**src/rtl/ifetch_unit.sv**
```systemverilog
// Instruction fetch front end: issues sequential reads under a buffer-credit limit,
// queues returned words with their PCs, and flushes/drops stale data on redirect.
module ifetch_unit #(
    parameter logic [31:0] RESET_ADDR = 32'h0000_0000,
    parameter int          DEPTH      = 4
) (
    input  logic        clk,
    input  logic        reset,
    input  logic        redirect,
    input  logic [31:0] redirect_addr,
    output logic        mem_req,
    output logic [31:0] mem_addr,
    input  logic        mem_gnt,
    input  logic        mem_rvalid,
    input  logic [31:0] mem_rdata,
    output logic        instr_valid,
    input  logic        instr_ready,
    output logic [31:0] instr,
    output logic [31:0] instr_pc
);
    localparam int AW = (DEPTH > 1) ? $clog2(DEPTH) : 1;
    localparam int CW = AW + 1;
    localparam logic [CW:0] DEPTH_C = (CW+1)'(DEPTH);

    typedef logic [CW-1:0] cnt_t;
    typedef logic [AW-1:0] ptr_t;

    logic [31:0] fetch_pc, fetch_pc_n;
    logic [31:0] resp_pc, resp_pc_n;
    logic [31:0] buf_instr [DEPTH];
    logic [31:0] buf_pc    [DEPTH];
    ptr_t        rd_ptr, rd_ptr_n;
    ptr_t        wr_ptr, wr_ptr_n;
    cnt_t        count, count_n;
    cnt_t        outstanding, outstanding_n;
    cnt_t        discard, discard_n;

    logic [CW:0] credit_used;
    logic        grant;
    logic        rsp;
    logic        push;
    logic        pop;
    logic [31:0] redirect_pc;
    logic        unused_addr_bits;

    assign redirect_pc      = {redirect_addr[31:2], 2'b00};
    assign unused_addr_bits = ^redirect_addr[1:0];

    // Outstanding requests reserve buffer slots, so a response can always be pushed.
    assign credit_used = {1'b0, outstanding} + {1'b0, count};
    assign mem_req     = ~reset & ~redirect & (credit_used < DEPTH_C);
    assign mem_addr    = fetch_pc;
    assign grant       = mem_req & mem_gnt;

    // A response with nothing outstanding is spurious and leaves state untouched.
    assign rsp  = mem_rvalid & (outstanding != '0) & ~reset;
    assign push = rsp & ~redirect & (discard == '0);

    assign instr_valid = (count != '0) & ~redirect;
    assign pop         = instr_valid & instr_ready;
    assign instr       = buf_instr[rd_ptr];
    assign instr_pc    = buf_pc[rd_ptr];

    always_comb begin
        fetch_pc_n    = fetch_pc;
        resp_pc_n     = resp_pc;
        rd_ptr_n      = rd_ptr;
        wr_ptr_n      = wr_ptr;
        count_n       = count;
        outstanding_n = outstanding;
        discard_n     = discard;
        if (redirect) begin
            // Everything still in flight becomes stale; a response arriving now is already dropped.
            fetch_pc_n    = redirect_pc;
            resp_pc_n     = redirect_pc;
            rd_ptr_n      = '0;
            wr_ptr_n      = '0;
            count_n       = '0;
            outstanding_n = outstanding - cnt_t'(rsp);
            discard_n     = outstanding - cnt_t'(rsp);
        end else begin
            if (grant) begin
                fetch_pc_n = fetch_pc + 32'd4;
            end
            outstanding_n = outstanding + cnt_t'(grant) - cnt_t'(rsp);
            if (rsp && (discard != '0)) begin
                discard_n = discard - cnt_t'(1);
            end
            if (push) begin
                resp_pc_n = resp_pc + 32'd4;
                wr_ptr_n  = wr_ptr + ptr_t'(1);
            end
            if (pop) begin
                rd_ptr_n = rd_ptr + ptr_t'(1);
            end
            count_n = count + cnt_t'(push) - cnt_t'(pop);
        end
    end

    always_ff @(posedge clk) begin
        if (reset) begin
            fetch_pc    <= RESET_ADDR;
            resp_pc     <= RESET_ADDR;
            rd_ptr      <= '0;
            wr_ptr      <= '0;
            count       <= '0;
            outstanding <= '0;
            discard     <= '0;
        end else begin
            fetch_pc    <= fetch_pc_n;
            resp_pc     <= resp_pc_n;
            rd_ptr      <= rd_ptr_n;
            wr_ptr      <= wr_ptr_n;
            count       <= count_n;
            outstanding <= outstanding_n;
            discard     <= discard_n;
        end
    end

    // Storage needs no reset; count qualifies every read.
    always_ff @(posedge clk) begin
        if (push) begin
            buf_instr[wr_ptr] <= mem_rdata;
            buf_pc[wr_ptr]    <= resp_pc;
        end
    end

endmodule

```
**config.mk**
```make
export PLATFORM = sky130hd
export DESIGN_NAME = ifetch_unit
export DESIGN_NICKNAME = d
export VERILOG_FILES = /design/src/rtl/ifetch_unit.sv
export SDC_FILE = /design/constraint.sdc
export NUM_CORES = 1
export LEC_CHECK = 0
export BUFFER_PORTS_ARGS = -buffer_cell sky130_fd_sc_hd__buf_2
export CAP_MARGIN = 20
export CORE_AREA = 3 3 169 171
export CTS_CLUSTER_SIZE = 8
export DETAILED_ROUTE_END_ITERATION = 12
export DIE_AREA = 0 0 172 174
export HOLD_SLACK_MARGIN = 0.08
export PLACE_DENSITY = 0.7
export SLEW_MARGIN = 20
export SYNTH_ARGS = -nofsm -noshare
export SYNTH_HDL_FRONTEND = slang
export SYNTH_SLANG_ARGS = --single-unit
export TNS_END_PERCENT = 5
```
**constraint.sdc**
```tcl
create_clock -name clk -period 8.6 [get_ports clk]
set_input_delay 2.58 -clock clk [delete_from_list [all_inputs] [get_ports clk]]
set_output_delay 2.58 -clock clk [all_outputs]
set_load 0.05 [all_outputs]
```
==> metrics <==
Die Height=174 um; worst skew pair latency=530 ps; synthesized cell area=13500 sq um; worst-case reg-to-reg path depth=6; Final Hold Vio Count=0; CTS root buf=clkbuf_16; Rows=60; reg2reg setup slack=5160 ps; Synth area leaders=edfxtp_1, dfxtp_1, mux4_2, ha_1, nand2_1; total net switching power=846 uW; Num CTS Buffers=46; syn_area_per_cell=roughly 15 sq um; Final Cycle Share=77.1%; crit-path max FO=22; FMAX=151 MHz; DRC violations left=0; M2 GR Usage=29.4%; CTS tree=built; synthesis-stage register bit count=323; Synth top area share=55.0%; Final setup viols=0; static leakage=0.00537 uW; FILL cells=2083; Clk network pwr share=44.4%; worst hold path type=flip-flop to flip-flop; RSZ-0062 raised after global routing=false; Adder-Cell Fraction of Synth Area=1.77%; main combinational cell family by area after synthesis=simple AND/OR/NAND/NOR gates; HPWL after DPL=18500 um; Setup CP Type=input port to output pin; slowest stage cell, crit path=or4_4; initial core utilization=50.1%; Setup WS post-layout=between 1500 and 2000 ps; total track usage=19.1%; TritonCTS sink count=~320; GR Overflow Total=0; H-tree levels=2; I/O pins=~170; clock skew=approximately 12 ps; Tmin final=roughly 6600 ps; Worst-Margin Slew=1050 ps; area grow syn2layout=17.9%; most common cell in the netlist=edfxtp_1; nets=1145; fraction of layout cells with a size suffix above 1=between 20% and 30%; most frequent cells after synthesis=edfxtp_1, dfxtp_1, mux4_2; Synth Area in XOR/XNOR=around 1.4%; DRT Wirelength=between 20000 and 30000 um; Setup WS pre-CTS=2010 ps; core area=about 27000 sq um; Hold-fix buffers, CTS=0; simple-gate share of the synthesized area=a little over a tenth; met3 Track Usage GR=3.93%; CP Capture Type=output pin; Crit path max-delay family=simple AND/OR/NAND/NOR gates; CP Data Arrival Time=between 4000 and 5000 ps; async set-reset flop share out of synthesis=0%; setup bufs post-CTS=0; largest net degree at the start of global routing=63; status=complete, no violations; Die Area=between 20000 and 30000 sq um; Hold Crit Depth=2; max-slew violations=0; Stages on worst setup path=4; port buffer count=161; VDD IR-drop max=0.111 mV; vias in the first global route=8271; Post-synth EDFFs=248; initial antenna violation count=1; Antenna Cells=0; Switching Share=23.0%; Final ANT Viol Nets=0; routing usage on met1=28.1%; CP bufs+invs=2; CP most frequent cell=buf_2; area leader, netlist=edfxtp_1; Yosys warnings=0; relative slew slack=29.4%; pwr dens=230 nW/um^2; combinational share of power=7.3%; maxcap violations=0; sequential element share of the synthesized area=66.1%; Clock transition at path regs=around 50 ps; compound-cell area share of the yosys netlist=under 10%; first-pass GRT wire length=45300 um; mux contribution to synthesized area=10.5%; max incr delay on CP=640 ps; Clock Path Buffers=3; Synth cell types=63; vias=8491; cells after synthesis=891; Placer Congestion=0.848; CTS resizes=0; sequential power share=about half; gr busiest metal=met2; Startpoint Class=input port; TNS Setup=0 ps; main flop type after synthesis=edfxtp_1; vias per cell=5.93; WP data required=between 6000 and 7000 ps; internal power=around 2800 uW; die extent in x=~170 um; WL/cell=20.1 um; DRT iter0 DRCs=570; DRT Pass-1 Iters=5; worst-path cell chain=buf_2, or4_4, nor3_1, buf_2
## per-stage QoR
| step | total power [uW] | util, % | cell area [sq um] | hold slack [ps] | std cells |
|---|---|---|---|---|---|
| after floorplan | 1980 | - | 13600 | 461 | 894 |
| after global routing | 3810 | 59.1 | 16000 | 541 | 1433 |
| after CTS | 3710 | 59.1 | 16000 | 504 | 1433 |
| after detailed placement | 2070 | 54.1 | 14600 | 497 | 1350 |
| final | 3670 | 59.1 | 16000 | 496 | 1433 |
| after global placement | 2060 | 54.1 | 14600 | 478 | 1350 |
## flip-flops by register name, summed over array words and instances (netlist names), named ones only
register	cells
count	3
discard	3
wr_ptr	2
resp_pc	30
rd_ptr	2
buf_pc	120
mem_addr	30
buf_instr	128
outstanding	3
## power groups by stage
stage	Clock, uW	Combinational (uW)	Sequential [uW]
final	1630	268	1770
after detailed placement	0	268	1800
after CTS	1670	269	1770
after floorplan	0	167	1820
after global placement	0	264	1800
after global routing	1750	291	1780
## layout make-up
cell class                 count  area [sq um]  area share [%]
inverter                      17          63.8           0.400
sequential                   323          8950            56.1
timing repair buffer         170           873            5.47
multi-input combinational    499          4310            27.0
tap                          341           427            2.67
clock buffer                  80          1300            8.14
clock inverter                 3          40.0           0.251
## tightest hold or removal path: cells and delay by family (launching register included)
kind            cells  cell delay (ps)
simple gates        1               60
compound gates      1               50
flops               1              330
## cell usage in the layout (no fill, tap or decap), types with 10 or more instances in the layout
master and n:
edfxtp_1 248, buf_2 161, dfxtp_1 73, mux4_2 62
nand2_1 50, clkbuf_16 47, nor2_1 33, clkbuf_1 33
nand4_1 30, o21ai_0 24, nor4_1 23, nand3_1 23
ha_1 16, o21a_1 15, inv_1 15, o31a_1 14
nor3_1 14, xor2_1 13, a21oi_1 13, a311oi_1 13
a31oi_1 13, or4_1 10, or3_1 10
## path summary, 6_finish.rpt
kind | from | end
worst min register to register | wr_ptr[1]$_SDFFE_PP0P_ | wr_ptr[1]$_SDFFE_PP0P_
worst min-delay path | wr_ptr[1]$_SDFFE_PP0P_ | wr_ptr[1]$_SDFFE_PP0P_
worst max-delay path | reset | mem_req
worst max register to register | discard[0]$_SDFFE_PP0P_ | resp_pc[20]$_SDFFE_PP0P_
## per-layer routing
layer	vias up	wire length, um	share of wire (%)
met5	-	13	0.045
met4	2	476	1.7
met3	41	1990	6.9
met2	306	13300	46
met1	4204	13100	45
li1	3938	-	-
## cell families after synthesis
| kind of cell | Yosys count |
|---|---|
| adder cells (fa/ha/maj) | 18 |
| AND/OR/NAND/NOR | 258 |
| flip-flops | 323 |
| buffers and inverters | 72 |
| XOR/XNOR | 21 |
| AO/OA/AOI/OAI | 134 |
| multiplexers | 64 |
| other | 1 |
No activity file was read; power rests on OpenSTA's default activity.
